$ cat config.mk
export PLATFORM = sky130hd
export DESIGN_NAME = pattern_player_ctrl_flat
export DESIGN_NICKNAME = d
export VERILOG_FILES = /design/src/rtl/pattern_player_ctrl_pkg.sv /design/src/rtl/pattern_player_ctrl_if.sv /design/src/rtl/pattern_player_ctrl_index_counter.sv /design/src/rtl/pattern_player_ctrl.sv /design/src/flat_wrapper.sv
export SDC_FILE = /design/constraint.sdc
export NUM_CORES = 1
export LEC_CHECK = 0
export CORE_AREA = 2 2 51 58
export DETAILED_ROUTE_END_ITERATION = 8
export DIE_AREA = 0 0 53 60
export DONT_BUFFER_PORTS = 1
export PLACE_DENSITY = 0.76
export SLEW_MARGIN = 20
export SYNTH_ARGS = -nofsm -noshare
export SYNTH_HDL_FRONTEND = slang
export SYNTH_SLANG_ARGS = --single-unit
$ cat constraint.sdc
create_clock -name i_clk -period 2.4 [get_ports i_clk]
set_input_delay 0.48 -clock i_clk [delete_from_list [all_inputs] [get_ports i_clk]]
set_output_delay 0.48 -clock i_clk [all_outputs]
set_load 0.1 [all_outputs]
$ cat src/rtl/pattern_player_ctrl_pkg.sv
// rtl/pattern_player_ctrl_pkg.sv - shared state encoding and playback mode constants
package pattern_player_ctrl_pkg;

    typedef enum logic [1:0] {
        ST_IDLE  = 2'd0,
        ST_RUN   = 2'd1,
        ST_PAUSE = 2'd2
    } state_e;

    localparam logic [1:0] MODE_ONCE     = 2'b00;
    localparam logic [1:0] MODE_LOOP     = 2'b01;
    localparam logic [1:0] MODE_PINGPONG = 2'b10;

    // Mode 11 has no meaning of its own and plays like once.
    function automatic logic is_once(input logic [1:0] mode);
        return (mode != MODE_LOOP) && (mode != MODE_PINGPONG);
    endfunction

endpackage

$ cat src/rtl/pattern_player_ctrl_if.sv
// rtl/pattern_player_ctrl_if.sv - pattern ROM fetch bus between controller and external ROM
interface pattern_player_ctrl_if #(
    parameter int ADDR_W = 6
) ();
    logic              rom_en;
    logic [ADDR_W-1:0] rom_addr;
    logic [3:0]        rom_data;

    modport master (output rom_en, output rom_addr, input rom_data);
    modport slave  (input rom_en, input rom_addr, output rom_data);
endinterface

$ cat src/rtl/pattern_player_ctrl_index_counter.sv
// rtl/pattern_player_ctrl_index_counter.sv - entry index within a bank with wrap, bounce and last-detect
module pattern_index_counter
    import pattern_player_ctrl_pkg::*;
#(
    parameter int IDX_W = 4
) (
    input  logic             i_clk,
    input  logic             i_reset,
    input  logic             i_clear,
    input  logic             i_step,
    input  logic [IDX_W-1:0] i_last,
    input  logic [1:0]       i_mode,
    output logic [IDX_W-1:0] o_index_next,
    output logic             o_at_last
);

    logic [IDX_W-1:0] index_q, index_d;
    logic             up_q, up_d;

    assign o_at_last    = (index_q == i_last);
    assign o_index_next = index_d;

    // index_d is the value a step would produce; it is only committed on i_step.
    always_comb begin
        index_d = index_q;
        up_d    = up_q;
        if (i_mode == MODE_PINGPONG) begin
            if (i_last == '0) begin
                index_d = '0;
            end else if (up_q) begin
                if (o_at_last) begin
                    index_d = index_q - IDX_W'(1);
                    up_d    = 1'b0;
                end else begin
                    index_d = index_q + IDX_W'(1);
                end
            end else if (index_q == '0) begin
                index_d = IDX_W'(1);
                up_d    = 1'b1;
            end else begin
                index_d = index_q - IDX_W'(1);
            end
        end else begin
            index_d = o_at_last ? '0 : index_q + IDX_W'(1);
        end
    end

    always_ff @(posedge i_clk) begin
        if (i_reset || i_clear) begin
            index_q <= '0;
            up_q    <= 1'b1;
        end else if (i_step) begin
            index_q <= index_d;
            up_q    <= up_d;
        end
    end

endmodule

$ cat src/rtl/pattern_player_ctrl.sv
// rtl/pattern_player_ctrl.sv - plays a bank of LED patterns from an external ROM on divider ticks
module pattern_player_ctrl
    import pattern_player_ctrl_pkg::*;
#(
    parameter int NUM_BANKS  = 4,
    parameter int BANK_DEPTH = 16
) (
    input  logic                                i_clk,
    input  logic                                i_reset,
    input  logic                                i_start,
    input  logic                                i_stop,
    input  logic                                i_pause,
    input  logic [$clog2(NUM_BANKS)-1:0]        i_bank,
    input  logic [$clog2(BANK_DEPTH)-1:0]       i_last,
    input  logic [1:0]                          i_mode,
    input  logic                                i_tick,
    pattern_player_ctrl_if.master               rom,
    output logic [3:0]                          o_leds,
    output logic                                o_busy,
    output logic                                o_done
);

    localparam int BANK_W = $clog2(NUM_BANKS);
    localparam int IDX_W  = $clog2(BANK_DEPTH);
    localparam int ADDR_W = $clog2(NUM_BANKS * BANK_DEPTH);

    state_e             state_q, state_d;
    logic [BANK_W-1:0]  bank_q;
    logic [IDX_W-1:0]   last_q;
    logic [1:0]         mode_q;
    logic               rom_en_q, rom_en_d;
    logic [ADDR_W-1:0]  rom_addr_q, rom_addr_d;
    logic               done_q, done_d;
    logic               pend_q;
    logic [3:0]         leds_q;
    logic               latch, cnt_clear, cnt_step;
    logic [IDX_W-1:0]   index_next;
    logic               at_last;

    pattern_index_counter #(.IDX_W(IDX_W)) u_index (
        .i_clk        (i_clk),
        .i_reset      (i_reset),
        .i_clear      (cnt_clear),
        .i_step       (cnt_step),
        .i_last       (last_q),
        .i_mode       (mode_q),
        .o_index_next (index_next),
        .o_at_last    (at_last)
    );

    // Banks are power-of-two sized, so bank*BANK_DEPTH+index is a concatenation.
    always_comb begin
        state_d    = state_q;
        rom_en_d   = 1'b0;
        rom_addr_d = rom_addr_q;
        done_d     = 1'b0;
        latch      = 1'b0;
        cnt_clear  = 1'b0;
        cnt_step   = 1'b0;
        if (i_stop) begin
            state_d = ST_IDLE;
        end else if (i_start) begin
            state_d    = ST_RUN;
            latch      = 1'b1;
            cnt_clear  = 1'b1;
            rom_en_d   = 1'b1;
            rom_addr_d = {i_bank, {IDX_W{1'b0}}};
        end else begin
            case (state_q)
                ST_RUN: begin
                    if (i_pause) begin
                        state_d = ST_PAUSE;
                    end else if (i_tick) begin
                        if (is_once(mode_q) && at_last) begin
                            state_d = ST_IDLE;
                            done_d  = 1'b1;
                        end else begin
                            cnt_step   = 1'b1;
                            rom_en_d   = 1'b1;
                            rom_addr_d = {bank_q, index_next};
                        end
                    end
                end
                ST_PAUSE: begin
                    if (i_pause) state_d = ST_RUN;
                end
                default: state_d = ST_IDLE;
            endcase
        end
    end

    // A fetch issued before i_stop still lands; only reset discards it.
    always_ff @(posedge i_clk) begin
        if (i_reset) begin
            state_q    <= ST_IDLE;
            bank_q     <= '0;
            last_q     <= '0;
            mode_q     <= MODE_ONCE;
            rom_en_q   <= 1'b0;
            rom_addr_q <= '0;
            done_q     <= 1'b0;
            pend_q     <= 1'b0;
            leds_q     <= '0;
        end else begin
            state_q    <= state_d;
            rom_en_q   <= rom_en_d;
            rom_addr_q <= rom_addr_d;
            done_q     <= done_d;
            pend_q     <= rom_en_q;
            if (latch) begin
                bank_q <= i_bank;
                last_q <= i_last;
                mode_q <= i_mode;
            end
            if (pend_q) leds_q <= rom.rom_data;
        end
    end

    assign rom.rom_en   = rom_en_q;
    assign rom.rom_addr = rom_addr_q;
    assign o_leds       = leds_q;
    assign o_busy       = (state_q != ST_IDLE);
    assign o_done       = done_q;

endmodule

$ cat src/flat_wrapper.sv
// flat-port wrapper written by rule: the top's interface ports become plain ports
module pattern_player_ctrl_flat import pattern_player_ctrl_pkg::*;
#(
    parameter int NUM_BANKS  = 4,
    parameter int BANK_DEPTH = 16
)
  (i_clk, i_reset, i_start, i_stop, i_pause, i_bank, i_last, i_mode, i_tick, o_leds, o_busy, o_done, rom_rom_en, rom_rom_addr, rom_rom_data);
  pattern_player_ctrl_if #(.ADDR_W((6))) rom_i ();
  input  logic i_clk;
  input  logic i_reset;
  input  logic i_start;
  input  logic i_stop;
  input  logic i_pause;
  input  logic [$clog2(NUM_BANKS)-1:0] i_bank;
  input  logic [$clog2(BANK_DEPTH)-1:0] i_last;
  input  logic [1:0] i_mode;
  input  logic i_tick;
  output logic [3:0] o_leds;
  output logic o_busy;
  output logic o_done;
  output wire logic [$bits(rom_i.rom_en)-1:0] rom_rom_en;
  output wire logic [$bits(rom_i.rom_addr)-1:0] rom_rom_addr;
  input wire logic [$bits(rom_i.rom_data)-1:0] rom_rom_data;
  assign rom_rom_en = rom_i.rom_en;
  assign rom_rom_addr = rom_i.rom_addr;
  assign rom_i.rom_data = rom_rom_data;
  pattern_player_ctrl #(.NUM_BANKS(NUM_BANKS), .BANK_DEPTH(BANK_DEPTH)) u_core (.i_clk(i_clk), .i_reset(i_reset), .i_start(i_start), .i_stop(i_stop), .i_pause(i_pause), .i_bank(i_bank), .i_last(i_last), .i_mode(i_mode), .i_tick(i_tick), .rom(rom_i), .o_leds(o_leds), .o_busy(o_busy), .o_done(o_done));
endmodule
## Yosys cells after proc, flatten, opt, wreduce, memory -nomap -nowiden

Cells that the tools add are included.

- Add/sub/neg operators: 2
- Equal/unequal tests: 14
- Multiplexer cells: 30
- Bitwise logic cells: 4
- Reductions and logical operators: 15

Operators with widths:

| cell | number |
|---|---|
| $mux W6 | 5 |
| $mux W4 | 6 |
| $mux W1 | 14 |
| $reduce_and A3 Y1 | 3 |
| $logic_not A4 Y1 | 2 |
| $mux W2 | 4 |
| $ne A2 B2 Y1 const B | 4 |
| $ne A3 B3 Y1 const B | 2 |
| $reduce_bool A2 Y1 | 3 |
| $reduce_or A6 Y1 | 1 |
| $reduce_and A5 Y1 | 1 |
| $add A4 B1 Y4 const B | 1 |
| $eq A2 B2 Y1 const B | 2 |
| $eq A4 B4 Y1 | 1 |
| $ne A4 B3 Y1 const B | 1 |
| $ne A4 B4 Y1 const B | 1 |
| $not A1 Y1 | 4 |
| $pmux W2 S2 | 1 |
| $sub A4 B1 Y4 const B | 1 |
| $ne A3 B2 Y1 const B | 1 |
| $reduce_or A3 Y1 | 1 |
| $eq A2 B1 Y1 const B | 1 |
| $logic_and A1 B1 Y1 | 2 |
| $ne A2 B1 Y1 const B | 1 |
| other kinds (2) | 2 |

- Flip-flop bits (word level): 28
- Input bits: 18

## Logic depth before layout (Yosys ltp)

- Depth after elaboration: 10
- Mapped depth: 8
- Mapped depth without buffers: 8

## Cells and area by module

A second synthesis with hierarchy kept.

- Cell total of the unflattened synthesis: 168
- Area total of the unflattened synthesis: 1,481.4 um^2

By module, submodules not included:

| module | times used | cells each | area an instance (um^2) |
|---|---|---|---|
| pattern_player_ctrl | 1 | 96 | 930.9 |
| pattern_index_counter | 1 | 72 | 550.5 |

## Worst setup path before layout

OpenSTA, ideal clock, no wires.

- Path kind: reg2reg
- Start point: register u_core.u_index.index_q[2]
- End point: register u_core.u_index.index_q[1]
- Data arrival time: 1.904 ns
- Data required time: 2.297 ns
- Slack: 0.393 ns
- Stages on the path, launching flop included: 9
- Path buffers: 2
- Cells stage by stage: dfxtp_1 > buf_6 > xor2_1 > or4_1 > buf_2 > a21o_1 > nor3_2 > a31oi_1 > a2111oi_2

- Longest elaborated chain between the ends: 8
- Elaborated cells on any way between the ends: 15

Ends and longest elaborated chain:

| item | line | text |
|---|---|---|
| start, declared | pattern_player_ctrl_index_counter.sv:17 | `logic [IDX_W-1:0] index_q, index_d;` |
| start signal, assigned | pattern_player_ctrl_index_counter.sv:53 | `index_q <= index_d;` |
| $eq A4 B4 Y1 | pattern_player_ctrl_index_counter.sv:20 | `assign o_at_last = (index_q == i_last);` |
| $logic_and A1 B1 Y1 | pattern_player_ctrl.sv:74 | `if (is_once(mode_q) && at_last) begin` |
| $mux W1 | pattern_player_ctrl.sv:74 |  |
| $mux W1 | pattern_player_ctrl.sv:73 | `end else if (i_tick) begin` |
| $mux W1 | pattern_player_ctrl.sv:71 | `if (i_pause) begin` |
| $mux W1 | pattern_player_ctrl.sv:69 | `case (state_q)` |
| $mux W1 | pattern_player_ctrl.sv:62 | `end else if (i_start) begin` |
| $mux W1 | pattern_player_ctrl.sv:60 | `if (i_stop) begin` |

Parallel ways exist; a longest one is shown, timed or not.
A chain may end at the register's enable or synchronous reset.

## Worst setup path in the final report

- Start point: register u_core.u_index.index_q[1]
- End point: register u_core.u_index.index_q[1]

Same word-level chain as after synthesis.

==> flow_summary.yaml <==
worst_setup_path:
  worst_path_max_delay_cell: "or4_1"
  crit_chain: "xor2_1 -> or4_1 -> a21o_1 -> nor3_2 -> a31oi_1 -> a2111oi_2"
  start_kind: "flop"
  cp-end-kind: "flop"
  arrival_ps: 2400
  cp_max_fo: 7
  critical-path-max-stage-delay_ps: 650
  path_buf_inv: 0
  cp_data_required_time_ps: 2640
  crit_family: "simple AND/OR/NAND/NOR gates"
  r2r_slack_ps: 240
  crit_type: "flop to flop"
synthesis:
  synth-seq-cells: 28
  yosysWarnings: 0
  ys_seq_area_frac: 0.403
  async_reset_ff_frac: 0
  synth-edff-count: 0
  ys_types: 41
  synthFlopType: "dfxtp_1"
  avgSynthCellArea_sq_um: 8.48
  synth_area_sq_um: 1390
  synth_nets: 185
  synthesis.instances: 164
cells_and_area:
  drive_gt1_frac: 0.175
  area_growth_pct: 13.3
  final_cell_mix: "dfxtp_1, nand2_1, buf_4, nor2_1, a21oi_1"
  layout.cells.non_filler: 210
  nNetsFinal: 199
  final_common_cell: "dfxtp_1"
  antenna_cells: 0
sta:
  rsz0062_at_grt: "false"
  worstMarginPinSlew_ps: 509
  final-hold-violation-count: 0
  maxSlewViolCount: 0
  min_period_over_period: 0.900
  setup_viol: 0
  skew_ps: 5.14
  max_freq_mhz: 463
  fin_setup_tns_ps: 0
  finalCriticalPeriod_ps: 2160
  slew_headroom: 0.662
power_and_ir_drop:
  power_leakage_uw: 0.000639
  max-vdd-ir-drop_mv: 0.391
  power_density_nw_per_um2: 590
cts:
  cts_hold_buf: 0
  cts_made_buffers: 3
  cts.clk_slew.worst_paths_ps: 150
  cts.htree.levels: 1
  postCtsSetupBuffers: 0
  ctsResizeCount: 0
  insertion_delay_ps: 330
  cts_root_buf: "clkbuf_4"
  cts_tree: "done"
  cts.sinks: 28
  clockBufferDepth: 2
grt:
  grt_pass1_wl_microns: 5110
  grt_util_met1: 0.273
  grt_pass1_vias: 1135
  track_usage: 0.221
  busiest_layer: "met2"
  grt_max_degree: 27
  grt_overflow: 0
  met3_usage: 0.0325
  antenna_found_initial: 0
  use_met2: 0.393
route:
  drtAntennaViolNets: 0
  route.detailed.wl_per_inst_microns: 14.7
  drt_first_pass_iters: 4
  via_per_inst: 5.87
  dr_total_vias: 1232
  drt-initial-drc-count: 42
  wl_microns: 3080
  drc_errors: 0
placed_design:
  post-dp-hpwl_microns: 2300
  gp_congestion: 0.918
  placedCellCount: 206
  port_buffers: 0
die:
  rows: 20
  die_w_microns: 53
  ios: 31
  fp.dieH_microns: 60
  die-area_sq_um: 3180
  start_util: 0.530
  core_area_sq_um: 2630
flow_run:
  maxCapViolCount: 0
run_status:
  status: "completed"
worst_hold_path:
  hp-class: "input port to flop"
-- final timing paths --
kind / depth (start not counted) / end / from
hold / removal: 1 / u_core.state_q[1]$_SDFFE_PP0P_ / i_stop
setup reg to reg: 6 / u_core.u_index.index_q[1]$_SDFFE_PP0P_ / u_core.u_index.index_q[1]$_SDFFE_PP0P_
hold reg to reg: 2 / u_core.mode_q[0]$_SDFFE_PP0P_ / u_core.mode_q[0]$_SDFFE_PP0P_
setup / recovery: 6 / u_core.u_index.index_q[1]$_SDFFE_PP0P_ / u_core.u_index.index_q[1]$_SDFFE_PP0P_
-- layout make-up --
cell class / instances / area, sq um
Tap cell: 33 / 41.3
Clock inverter: 1 / 30.0
Multi-Input combinational cell: 120 / 753
Clock buffer: 3 / 22.5
Timing Repair Buffer: 20 / 150
Inverter: 5 / 18.8
Fill cell: 248 / 1050
Sequential cell: 28 / 561
-- cell families (layout without fill, tap and decap cells) --
group                      count (synthesis)  after routing  share of synthesized area
DFF                                       28             28                      0.403
adders and majority gates                  3              3                     0.0270
muxes                                      8              8                     0.0576
AOI/OAI and AO/OA                         35             35                      0.186
xor gates and xnor gates                   5              5                     0.0315
and+or+nand+nor                           69             69                      0.239
buffers and inverters                     16             29                     0.0558
-- flip-flops by register name, summed over array words and instances (netlist names) --
signal / cells
u_core.pend_q: 1
u_core.o_done: 1
u_core.u_index.index_q: 4
u_core.rom.rom_en: 1
u_core.state_q: 2
u_core.rom.rom_addr: 6
u_core.u_index.up_q: 1
u_core.o_leds: 4
u_core.last_q: 4
u_core.mode_q: 2
u_core.bank_q: 2
-- metrics by stage --
step	total power [uW]	utilization	hold WS [ps]	instance area, sq um	worst slack [ps]
2_1_floorplan	610	-	436	1390	393
4_1_cts	943	0.600	173	1580	245
3_5_place_dp	628	0.580	450	1520	280
6_report	930	0.600	192	1580	240
5_1_grt	969	0.600	165	1580	88.0
3_3_place_gp	626	0.580	437	1520	298
-- per-layer routing --
metal  routed length, microns  share of wire
met4                       49          0.016
met2                     1600           0.52
met1                     1300           0.42
met5                        0              0
met3                      132          0.043
-- Yosys cell counts (2+ instances only) --
master	instances	area share
a211oi_1	2	0.011
nor2b_1	2	0.0090
nor3_1	5	0.018
nand2b_1	3	0.013
xor2_1	4	0.025
nor4_2	2	0.018
dfxtp_1	28	0.40
nand3_1	2	0.0072
o21ai_0	4	0.014
inv_1	5	0.013
clkbuf_1	6	0.016
or3_1	2	0.0090
mux2i_1	8	0.058
a311oi_1	2	0.013
o41ai_1	3	0.019
a31oi_1	2	0.0090
nand2_1	27	0.073
buf_2	2	0.0072
nor2_1	18	0.049
ha_1	3	0.027
nor4_1	2	0.0090
a21oi_1	12	0.043
buf_4	2	0.011
-- worst reg2reg max path, cell delays in order, from the launching register on --
cell and delay, ps:
dfxtp_1 460, xor2_1 140, or4_1 650, a21o_1 280, nor3_2 110, a31oi_1 80
a2111oi_2 360
-- power breakdown --
part,switching (uW),internal (uW),total [uW]
sequential,8.61,477,486
combinational,91.7,41.5,133
clock,141,169,311
(Power assumes the default switching activity.)
